$ cat config.mk
export PLATFORM = sky130hd
export DESIGN_NAME = seg_scan_mux
export DESIGN_NICKNAME = d
export VERILOG_FILES = /design/src/rtl/seg_scan_pkg.sv /design/src/rtl/hex7seg_lut.sv /design/src/rtl/seg_scan_mux.sv
export SDC_FILE = /design/constraint.sdc
export NUM_CORES = 1
export LEC_CHECK = 0
export CAP_MARGIN = 30
export CORE_ASPECT_RATIO = 1.75
export CORE_UTILIZATION = 50
export CTS_CLUSTER_SIZE = 16
export DETAILED_ROUTE_END_ITERATION = 7
export GPL_ROUTABILITY_DRIVEN = 0
export PLACE_DENSITY = 0.84
export SLEW_MARGIN = 20
export SYNTH_ARGS = -nofsm -noshare
export SYNTH_HDL_FRONTEND = slang
export SYNTH_HIERARCHICAL = 1
export SYNTH_SLANG_ARGS = --single-unit
$ cat constraint.sdc
create_clock -name clk -period 2.1 [get_ports clk]
set_input_delay 0.63 -clock clk [delete_from_list [all_inputs] [get_ports clk]]
set_output_delay 0.63 -clock clk [all_outputs]
set_load 0.03 [all_outputs]
$ cat src/rtl/seg_scan_pkg.sv
// Shared types and the hex to seven-segment table for the scan controller.
// Segment order is {g,f,e,d,c,b,a}, active-low.
package seg_scan_pkg;

  typedef logic [6:0] seg_t;

  localparam seg_t SEG_BLANK = 7'h7F;

  // Entry n occupies bits [7n+6:7n]; digits 0..9 then A, b, C, d, E, F.
  localparam logic [16*7-1:0] HEX_TABLE = {
    7'h0E, 7'h06, 7'h21, 7'h46, 7'h03, 7'h08, 7'h10, 7'h00,
    7'h78, 7'h02, 7'h12, 7'h19, 7'h30, 7'h24, 7'h79, 7'h40
  };

  function automatic seg_t hex_to_seg(input logic [3:0] nibble);
    return HEX_TABLE[{3'b000, nibble} * 7 +: 7];
  endfunction

endpackage

$ cat src/rtl/hex7seg_lut.sv
// Combinational nibble to seven-segment decoder.
module hex7seg_lut
  import seg_scan_pkg::*;
(
  input  logic [3:0] nibble,
  output seg_t       seg
);

  assign seg = hex_to_seg(nibble);

endmodule

$ cat src/rtl/seg_scan_mux.sv
// Time-multiplexed seven-segment scan controller with a double-buffered load
// handshake, per-digit blanking, leading-zero suppression and dead time.
module seg_scan_mux
  import seg_scan_pkg::*;
#(
  parameter int NUM_DIGITS    = 4,
  parameter int REFRESH_COUNT = 48000,
  parameter int GUARD         = 16
) (
  input  logic                    clk,
  input  logic                    reset,
  input  logic                    load_valid,
  output logic                    load_ready,
  input  logic [4*NUM_DIGITS-1:0] load_data,
  input  logic [NUM_DIGITS-1:0]   blank_mask,
  input  logic                    lz_suppress,
  output logic [6:0]              seg,
  output logic [NUM_DIGITS-1:0]   digit_en,
  output logic                    frame_done
);

  localparam int SW = (REFRESH_COUNT > 1) ? $clog2(REFRESH_COUNT) : 1;
  localparam int DW = $clog2(NUM_DIGITS);
  localparam logic [NUM_DIGITS-1:0] DIGIT_ONE = NUM_DIGITS'(1);

  logic [SW-1:0]           slot_cnt;
  logic [DW-1:0]           digit_idx;
  logic [4*NUM_DIGITS-1:0] shadow;
  logic [4*NUM_DIGITS-1:0] active;
  logic                    pending;

  logic                    slot_last;
  logic                    digit_last;
  logic                    frame_end;
  logic                    accept;
  logic                    in_guard;
  logic                    dark;
  logic                    run_zero;
  logic [NUM_DIGITS-1:0]   suppress;
  logic [3:0]              cur_nib;
  seg_t                    cur_seg;

  assign load_ready = ~pending;
  assign accept     = load_valid & load_ready;
  assign slot_last  = (slot_cnt == SW'(REFRESH_COUNT - 1));
  assign digit_last = (digit_idx == DW'(NUM_DIGITS - 1));
  assign frame_end  = slot_last & digit_last;
  assign in_guard   = (int'(slot_cnt) < GUARD);

  // A digit is suppressed while it and every digit to its left are zero;
  // digit 0 always stays lit so a zero value still shows "0".
  always_comb begin
    suppress = '0;
    run_zero = lz_suppress;
    for (int i = NUM_DIGITS - 1; i > 0; i--) begin
      run_zero    = run_zero & (active[4*i +: 4] == 4'h0);
      suppress[i] = run_zero;
    end
  end

  assign cur_nib = active[{digit_idx, 2'b00} +: 4];
  assign dark    = suppress[digit_idx] | blank_mask[digit_idx];

  hex7seg_lut u_lut (
    .nibble (cur_nib),
    .seg    (cur_seg)
  );

  always_ff @(posedge clk or negedge reset) begin
    if (!reset) begin
      slot_cnt   <= '0;
      digit_idx  <= '0;
      shadow     <= '0;
      active     <= '0;
      pending    <= 1'b0;
      seg        <= SEG_BLANK;
      digit_en   <= '1;
      frame_done <= 1'b0;
    end else begin
      if (slot_last) begin
        slot_cnt  <= '0;
        digit_idx <= digit_last ? '0 : digit_idx + 1'b1;
      end else begin
        slot_cnt <= slot_cnt + 1'b1;
      end

      // A pending shadow is only promoted at the frame boundary, so the
      // visible value never changes mid-frame.
      if (frame_end && pending) begin
        active  <= shadow;
        pending <= 1'b0;
      end else if (accept) begin
        shadow  <= load_data;
        pending <= 1'b1;
      end

      frame_done <= frame_end;
      seg        <= dark ? SEG_BLANK : cur_seg;
      digit_en   <= (dark || in_guard) ? '1 : ~(DIGIT_ONE << digit_idx);
    end
  end

endmodule
==> results of run 1 <==
## power breakdown
group	internal [W]	switching (W)	total [W]
clock	0.000663	0.000485	0.00115
sequential	0.00126	0.0000208	0.00128
combinational	0.0000778	0.0000590	0.000137
## flip-flops by register name (all words and copies together) (netlist names)
name,cells
pending,1
frame_done,1
shadow,16
digit_en,4
active,16
slot_cnt,16
seg,7
digit_idx,2
## cells by family (layout without fill, tap and decap cells)
logic type / after synthesis / after routing
compound gates: 19 / 19
xor+xnor: 13 / 13
fa+ha+maj: 12 / 12
buf+inv: 22 / 75
flops: 63 / 63
mux: 39 / 39
simple gates: 80 / 80
## worst reg2reg max path: stages (launching register included)
cell and delay, ns:
sky130_fd_sc_hd__dfrtp_1 0.39, sky130_fd_sc_hd__ha_2 0.25, sky130_fd_sc_hd__nand4_4 0.16, sky130_fd_sc_hd__nor4_4 0.31
sky130_fd_sc_hd__and3_1 0.24, sky130_fd_sc_hd__buf_12 0.18, sky130_fd_sc_hd__mux2_2 0.35
## through the flow
step           power (W)  cells  utilization
4_1_cts         0.002591    379       0.6389
6_report        0.002568    379       0.6393
5_1_grt         0.002660    379       0.6393
3_5_place_dp    0.001449    363       0.6052
2_1_floorplan   0.001353    248            -
3_3_place_gp    0.001442    363       0.6052
## layout make-up
cell class | instances | area [sq um]
flip-flops and latches | 63 | 1590
multi-input cells | 163 | 1358
repair buffers | 49 | 462.9
inverters | 10 | 37.54
clock buffers | 10 | 127.6
clock inverters | 6 | 85.08
well taps | 78 | 97.59
fillers | 478 | 2121
## layer usage
layer,track usage,wire [microns]
met4,0.1477,244
met2,0.3222,2931
met3,0.05153,178
met1,0.2385,2249
met5,0,0
## cells in the final DEF (no fill, tap or decap), drive strengths merged, types with 5 or more instances in the layout
cell type	n
o21ai	11
buf	14
nor4	6
nor3	7
mux2	33
clkbuf	10
xnor2	8
clkdlybuf4s50	23
ha	12
mux4	5
dfstp	11
dfrtp	52
xor2	5
nor2	15
nand3	12
inv	10
nand2	12
nand2b	8
nand4	9
dlygate4sd2	12
## repair_timing
item | 4_1_cts | 5_1_grt
gates resized for setup | 12 | 1
cloned | 0 | 0
endpoints found under the setup margin | 12 | 7
## how the worst min path moves through the flow
stage	from	end	slack [ns]	depth (start not counted)
2_1_floorplan	reset	active[0]	0.33	0
3_3_place_gp	shadow[9]	shadow[9]	0.49	1
3_5_place_dp	shadow[9]	shadow[9]	0.49	1
4_1_cts	reset	digit_idx[0]	0.28	2
5_1_grt	reset	slot_cnt[2]	0.30	2
6_report	reset	shadow[15]	0.27	2
==> reports/metrics.yaml, run 1 <==
status:
  run_status: "completed"
sta:
  setup-violations-final: 0
  timing_hold_violations_final: 0
  fin_worst_skew_ns: 0.01023
  final_max_slew_viol_count: 0
  worstMarginPinSlew_ns: 0.3618
  period_minus_slack_ns: 1.986
  finalCritPeriodShare: 0.9458
  final_critical_path_setup_slack_ns: 0.1137
  slew-limit-headroom: 0.7565
  final.hold.worst_slack_ns: 0.2662
  timing.fmax_ghz: 0.5035
  setup_tns_ns: 0
  grt_setup_unrepaired: "no"
route:
  detailroute.via_count: 2012
  wire_per_inst_microns: 14.78
  post-route-drc-count: 0
  firstDrtPassIters: 4
  route.final.wire_length_microns: 5603
  number_of_drc_markers_after_the_initial_detailed_route_iteration: 59
  ant_nets: 0
  drt-vias-per-instance: 5.309
worst_setup_path:
  rr_startpoint: "slot_cnt[1]"
  worst_setup_path_endpoint: "active[12]"
  crit_chain: "ha_2, nand4_4, nor4_4, and3_1, buf_12, mux2_2"
  timing.critical_path.from_type: "flop"
  startpoint: "slot_cnt[1]"
  critical_path_class: "reg2reg"
  worst-endpoint-required_ns: 2.33
  r2r_setup_slack_ns: 0.11
  timing.critical_path.fanout_max: 17
  worst_r2r_path_depth: 6
  family_of_cells_with_the_greatest_summed_delay_on_the_critical_path: "simple AND/OR/NAND/NOR gates"
  critical_path_buffers_and_inverters: 1
  worst_path_arrival_time_ns: 2.22
  critical_path.endpoint_type: "flop"
  regToRegEndpoint: "active[12]"
  critical_path_cell_count: 6
  cpMaxStageDelayCell: "sky130_fd_sc_hd__dfrtp_1"
  worst_path_largest_cell_delay_ns: 0.39
synth:
  cell_area_after_synthesis_sq_mm: 0.003060
  mappedNetlistNets: 284
  synth_cell_type_count: 43
  yosys.cell_count.top_type: "sky130_fd_sc_hd__dfrtp_1"
  avgSynthCellArea_sq_um: 12.34
  synth.ff_latch_count: 63
  synth-simple-area-share: 0.1492
  dominant_combinational_cell_family_by_area_after_synthesis: "multiplexers"
  yosysTopAreaCellShare: 0.4252
  synth_compound_gate_area_share: 0.03475
  synth-warning-count: 6
  synthFlopType: "sky130_fd_sc_hd__dfrtp_1"
  most_area_consuming_cells_after_synthesis: "sky130_fd_sc_hd__dfrtp_1, sky130_fd_sc_hd__dfstp_2, sky130_fd_sc_hd__mux2_2"
  post_synth_mux_area_share: 0.1725
  synthTopCellsByCount: "sky130_fd_sc_hd__dfrtp_1, sky130_fd_sc_hd__mux2_2, sky130_fd_sc_hd__nor2_1"
  synth_edf_count: 0
  asyncSetResetFlopFracSynth: 1.000
  synth_area_leader_cell: "sky130_fd_sc_hd__dfrtp_1"
  synth-seq-area-share: 0.5196
  synth-adder-area-share: 0.04906
  synth-xor-area-share: 0.03720
  post_synth_inst_count: 248
clock_tree:
  hold_buffers: 0
  cts_post_setup_buffers_inserted: 0
  clk_latency_ns: 0.36
  cts-root-to-sink-buffers: 2
  tritoncts: "built"
  clockRootBuffer: "sky130_fd_sc_hd__clkbuf_8"
  cts_h_tree_depth: 3
  cts.reportedPaths.clkPinSlew_ns: 0.07
  cts-buffers-inserted: 9
  tritoncts_num_sinks: 63
global_routing:
  grt_util_all_layers: 0.2073
  first_pass_grt_wire_length_microns: 9370
  grt_start_max_net_pins: 64
  grt_antenna_before_repair: 0
  grt_overflow: 0
  grt_pass1_vias: 2049
final_layout:
  drive_gt1_frac: 0.2824
  finish.instance_area_sq_mm: 0.003759
  area_growth_pct: 22.81
  antenna_cells_inserted: 0
  design.final.nets: 332
power:
  p_leak_nw: 1.630
  irDropWorstVdd_v: 0.0007912
  p_per_area_mw_per_mm2: 683.3
flow_run:
  max_cap_viol_count: 0
floorplanning:
  die-width_microns: 61.14
  initial_cell_density_of_the_core: 0.5205
  fp.coreArea_sq_mm: 0.005879
  die_h_microns: 105.5
  rows: 37
  die_area_sq_mm: 0.006450
  io_pins: 37
place:
  placement.io_buffers: 36
  hpwl_microns: 4060
  preCtsSetupSlack_ns: 0.02532
  post_place_cell_area_sq_mm: 0.003558
min_path:
  holdCritPathClass: "in2async"
(Power assumes the default switching activity.)
==> run 2: changes to the inputs <==
==> constraint.sdc (replaced) <==
create_clock -name clk -period 2.1 [get_ports clk]
set_input_delay 0.315 -clock clk [delete_from_list [all_inputs] [get_ports clk]]
set_output_delay 0.315 -clock clk [all_outputs]
set_load 0.03 [all_outputs]
==> run 2 against run 1 <==
Net effect: worst setup slack got worse by 0.0049 ns; core utilization decreased by 0.47 points; worst hold slack better by 0.24 ns; die area unchanged; register-to-register slack about the same; sequential share of layout area up 0.31 points; highest routed layer unchanged.
==> reports/metrics.yaml, run 2 (same netlist as run 1, synthesis figures left out) <==
floorplanning:
  die-width_microns: 61.14
  die_h_microns: 105.5
  die_area_sq_mm: 0.006450
  initial_cell_density_of_the_core: 0.5205
  io_pins: 37
  fp.coreArea_sq_mm: 0.005879
  rows: 37
route:
  wire_per_inst_microns: 14.50
  firstDrtPassIters: 4
  drt-vias-per-instance: 5.408
  ant_nets: 0
  route.final.wire_length_microns: 5511
  number_of_drc_markers_after_the_initial_detailed_route_iteration: 57
  detailroute.via_count: 2055
  post-route-drc-count: 0
sta:
  grt_setup_unrepaired: "no"
  setup_tns_ns: 0
  worstMarginPinSlew_ns: 0.5899
  final_max_slew_viol_count: 0
  finalCritPeriodShare: 0.9482
  period_minus_slack_ns: 1.991
  timing_hold_violations_final: 0
  setup-violations-final: 0
  slew-limit-headroom: 0.6067
  fin_worst_skew_ns: 0.008843
  timing.fmax_ghz: 0.5022
worst_setup_path:
  worst_setup_path_endpoint: "active[7]"
  timing.critical_path.fanout_max: 17
  worst_r2r_path_depth: 6
  worst-endpoint-required_ns: 2.33
  critical_path_class: "reg2reg"
  worst_path_largest_cell_delay_ns: 0.39
  startpoint: "slot_cnt[1]"
  timing.critical_path.from_type: "flop"
  critical_path.endpoint_type: "flop"
  r2r_setup_slack_ns: 0.11
  crit_chain: "ha_1, nand4_4, nor4_4, and3_1, buf_12, mux2_2"
  regToRegEndpoint: "active[7]"
  worst_path_arrival_time_ns: 2.22
  cpMaxStageDelayCell: "sky130_fd_sc_hd__dfrtp_1"
  rr_startpoint: "slot_cnt[1]"
place:
  post_place_cell_area_sq_mm: 0.003558
  hpwl_microns: 3999
  placement.io_buffers: 36
clock_tree:
  cts_post_setup_buffers_inserted: 0
  cts-root-to-sink-buffers: 2
  hold_buffers: 1
  tritoncts_num_sinks: 63
  tritoncts: "built"
  cts.reportedPaths.clkPinSlew_ns: 0.06
  clockRootBuffer: "sky130_fd_sc_hd__clkbuf_8"
  cts-buffers-inserted: 9
  clk_latency_ns: 0.35
  cts_h_tree_depth: 3
  post_cts.resized_instances: 0
final_layout:
  most_common_cell_after_layout_fill_and_taps_aside: "sky130_fd_sc_hd__dfrtp_1"
  finish.instance_area_sq_mm: 0.003731
  area_growth_pct: 21.91
  design.final.nets: 333
  antenna_cells_inserted: 0
  reg_top3: "active x16, shadow x16, slot_cnt x16"
  drive_gt1_frac: 0.2682
  layout.cells.most_common_list: "sky130_fd_sc_hd__dfrtp_1, sky130_fd_sc_hd__clkdlybuf4s50_1, sky130_fd_sc_hd__mux2_2"
global_routing:
  grt_start_max_net_pins: 39
  grt_pass1_vias: 2009
  grt_antenna_before_repair: 0
  first_pass_grt_wire_length_microns: 9487
  grt_util_all_layers: 0.2049
  grt_overflow: 0
power:
  p_leak_nw: 1.612
  irDropWorstVdd_v: 0.0005571
  p_per_area_mw_per_mm2: 622.0
  post-layout-total-power_w: 0.002321
min_path:
  holdCritPathClass: "in2async"
status:
  run_status: "completed"
flow_run:
  max_cap_viol_count: 0
## run 2: changes by cell type in the layout (fill, tap and decap cells not counted), sizes merged
cell,delta
clkdlybuf4s50,+12
dlygate4sd2,-12
clkbuf,+4
bufinv,-2
clkinvlp,-2
dlygate4sd3,+1
## run 2: critical path: cells and delay by family (launching register included)
family                     cells  cell delay, ns
DFF                            1            0.39
muxes                          1            0.35
buffers and inverters          1            0.18
and+or+nand+nor                3            0.70
adders and majority gates      1            0.26
## run 2: area by class of cell
type	count	area, sq um
repair buffers	50	488.0
inverters	10	37.54
fillers	468	2148
multi-input cells	163	1355
clock buffers	14	152.6
well taps	78	97.59
flip-flops and latches	63	1590
clock inverters	2	10.01
## run 2: how the worst min path moves through the flow
stage | depth (start not counted) | start | end | slack (ns)
final | 2 | reset | slot_cnt[10] | 0.50
after global routing | 1 | shadow[13] | active[13] | 0.52
after CTS | 2 | reset | slot_cnt[0] | 0.51
after detailed placement | 1 | reset | shadow[15] | 0.36
after global placement | 1 | reset | slot_cnt[8] | 0.35
after floorplan | 0 | reset | active[0] | 0.02
## run 2: power breakdown
part	switching, W	internal (W)	leakage (nW)	total [W]
clock network	0.000436	0.000458	0.0844	0.000894
registers	0.0000212	0.00126	0.797	0.00128
logic	0.0000596	0.0000838	0.730	0.000143
## run 2: per-stage QoR
stage	hold slack, ns	worst slack [ns]	utilization	instances
3_3_place_gp	0.3469	0.1674	0.6052	363
3_5_place_dp	0.3573	0.1057	0.6052	363
6_report	0.5050	0.1088	0.6346	380
5_1_grt	0.5176	0.007102	0.6346	380
2_1_floorplan	0.01941	0.04646	-	248
4_1_cts	0.5081	0.08762	0.6346	380
## run 2: routing by layer
| layer | up-vias | track usage | part of all wire |
|---|---|---|---|
| met4 | 0 | 0.09740 | 0.020 |
| met1 | 1015 | 0.2448 | 0.39 |
| met5 | - | 0 | 0 |
| met2 | 69 | 0.3222 | 0.54 |
| li1 | 963 | - | - |
| met3 | 8 | 0.06871 | 0.051 |
==> run 3: changes to the inputs <==
--- a/config.mk
+++ b/config.mk
@@ -6,7 +6,6 @@
 export NUM_CORES = 1
 export LEC_CHECK = 0
 export CAP_MARGIN = 30
-export CORE_ASPECT_RATIO = 1.75
 export CORE_UTILIZATION = 50
 export CTS_CLUSTER_SIZE = 16
 export DETAILED_ROUTE_END_ITERATION = 7
==> run 3 against run 2 <==
Net effect: fmax rose by 0.33%; global-route usage fell by 0.36 points; total power rose by 12%; count of clock-buffer cells in the layout decreased by 1; cell area grew 1.4%; register-to-register slack hardly changed; sequential share of layout area shrank 0.57 points; sequential power hardly changed; critical path type unchanged; critical endpoint unchanged.
==> reports/metrics.yaml, run 3 (same netlist as run 1, synthesis figures left out) <==
worst_setup_path:
  family_of_cells_with_the_greatest_summed_delay_on_the_critical_path: "simple AND/OR/NAND/NOR gates"
  cpMaxStageDelayCell: "sky130_fd_sc_hd__dfrtp_1"
  critical_path.endpoint_type: "flop"
  timing.critical_path.fanout_max: 17
  crit_chain: "ha_2, nand4_4, nor4_4, and3_1, buf_12, mux2_2"
  timing.critical_path.from_type: "flop"
  worst-endpoint-required_ns: 2.32
  worst_path_arrival_time_ns: 2.21
  critical_path_class: "reg2reg"
  critical_path_buffers_and_inverters: 1
  worst_path_largest_cell_delay_ns: 0.40
clock_tree:
  cts_post_setup_buffers_inserted: 0
  cts.reportedPaths.clkPinSlew_ns: 0.07
  cts-buffers-inserted: 9
  clk_latency_ns: 0.34
  tritoncts_num_sinks: 63
  cts_h_tree_depth: 3
  tritoncts: "built"
  cts-root-to-sink-buffers: 2
  clockRootBuffer: "sky130_fd_sc_hd__clkbuf_8"
route:
  route.final.wire_length_microns: 5471
  dr_wl_met3_microns: 360
  highest-signal-layer: "met4"
  post-route-drc-count: 0
  met2_wirelength_microns: 2591
  met1Wirelength_microns: 2423
  wire_per_inst_microns: 14.55
  ant_nets: 0
  number_of_drc_markers_after_the_initial_detailed_route_iteration: 118
  detailroute.via_count: 2002
  firstDrtPassIters: 5
  drt-vias-per-instance: 5.324
place:
  preCtsSetupSlack_ns: 0.09558
  hpwl_microns: 3922
  placement.io_buffers: 36
  post_place_cell_area_sq_mm: 0.003547
sta:
  setup-violations-final: 0
  slew-limit-headroom: 0.6414
  final_max_slew_viol_count: 0
  period_minus_slack_ns: 1.985
  setup_tns_ns: 0
  timing_hold_violations_final: 0
  worstMarginPinSlew_ns: 0.5379
  fin_worst_skew_ns: 0.009053
  final_critical_path_setup_slack_ns: 0.1154
  grt_setup_unrepaired: "no"
  timing.fmax_ghz: 0.5039
  finalCritPeriodShare: 0.9450
global_routing:
  grt_antenna_before_repair: 0
  first_pass_grt_wire_length_microns: 9494
  grt_pass1_vias: 2021
  grt_start_max_net_pins: 43
  grt_util_all_layers: 0.2013
  grt_overflow: 0
final_layout:
  drive_gt1_frac: 0.2791
  reg_top3: "active x16, shadow x16, slot_cnt x16"
  regArea_sq_mm: 0.001592
  total_of_fill_cells_in_the_finished_design: 448
  antenna_cells_inserted: 0
  multi_input_comb_area_sq_mm: 0.001358
  most_common_cell_after_layout_fill_and_taps_aside: "sky130_fd_sc_hd__dfrtp_1"
  design.final.nets: 332
  layout.cells.most_common_list: "sky130_fd_sc_hd__dfrtp_1, sky130_fd_sc_hd__clkdlybuf4s50_1, sky130_fd_sc_hd__mux2_2"
  finish.instance_area_sq_mm: 0.003785
  area_growth_pct: 23.67
power:
  post-layout-total-power_w: 0.002609
  irDropWorstVdd_v: 0.0004105
  p_per_area_mw_per_mm2: 689.2
  p_leak_nw: 1.632
floorplanning:
  die_area_sq_mm: 0.006438
  die_h_microns: 80.24
  initial_cell_density_of_the_core: 0.5169
  rows: 28
  die-width_microns: 80.24
  io_pins: 37
  fp.coreArea_sq_mm: 0.005921
min_path:
  holdCritPathClass: "in2async"
status:
  run_status: "completed"
flow_run:
  max_cap_viol_count: 0
==> run 3: cell types whose count changed in the layout (fill, tap and decap cells not counted), sizes merged <==
cell / before / now
clkinv: 2 / 1
buf: 14 / 13
clkbuf: 14 / 13
bufinv: 0 / 2
==> run 3: layout make-up <==
class	instances	area share
clock inverters	3	0.01719
repair buffers	49	0.1269
multi-input cells	163	0.3587
inverters	10	0.009917
clock buffers	13	0.04198
flip-flops and latches	63	0.4205
well taps	75	0.02479
==> run 3: layer usage <==
metal | up-vias | GRT usage
li1 | 962 | -
met1 | 948 | 0.2606
met2 | 77 | 0.3085
met3 | 15 | 0.07159
met4 | 0 | 0.07857
met5 | - | 0
==> run 3: per-stage QoR <==
stage	util	hold WS [ns]	instances
final	0.6393	0.4846	376
after global routing	0.6393	0.5285	376
after CTS	0.6386	0.4920	376
after detailed placement	0.5991	0.3313	359
after global placement	0.5991	0.3167	359
after floorplan	-	0.01941	248
==> run 3: worst reg2reg max path, delay by kind of cell (launching register included) <==
kind	cells	cell delay [ns]
simple gates	3	0.70
flops	1	0.40
mux	1	0.35
fa+ha+maj	1	0.25
buf+inv	1	0.17
==> run 3: what timing repair did <==
item | in CTS | in global routing
hold endpoints to repair | 21 | 0
setup endpoints to repair | 0 | 3
gates resized for setup | 0 | 2
hold buffers | 1 | 0
==> run 3: final timing paths <==
check	from	endpoint	slack, ns	depth (start not counted)
worst min-delay path	reset	shadow[9]	0.48	2
min in group clk	shadow[10]	active[10]	0.51	1
max in group asynchronous	reset	seg[3]	0.96	3
worst max-delay path	slot_cnt[1]	active[7]	0.12	6
worst min register to register	shadow[10]	active[10]	0.51	1
worst max register to register	slot_cnt[1]	active[7]	0.12	6
==> run 3: power breakdown <==
| group | switching, W | total [W] | internal, W | leakage, nW |
|---|---|---|---|---|
| registers | 0.0000215 | 0.00128 | 0.00126 | 0.796 |
| logic | 0.0000589 | 0.000143 | 0.0000838 | 0.722 |
| clock network | 0.000450 | 0.00118 | 0.000732 | 0.114 |
| total | 0.000530 | 0.00261 | 0.00208 | 1.63 |
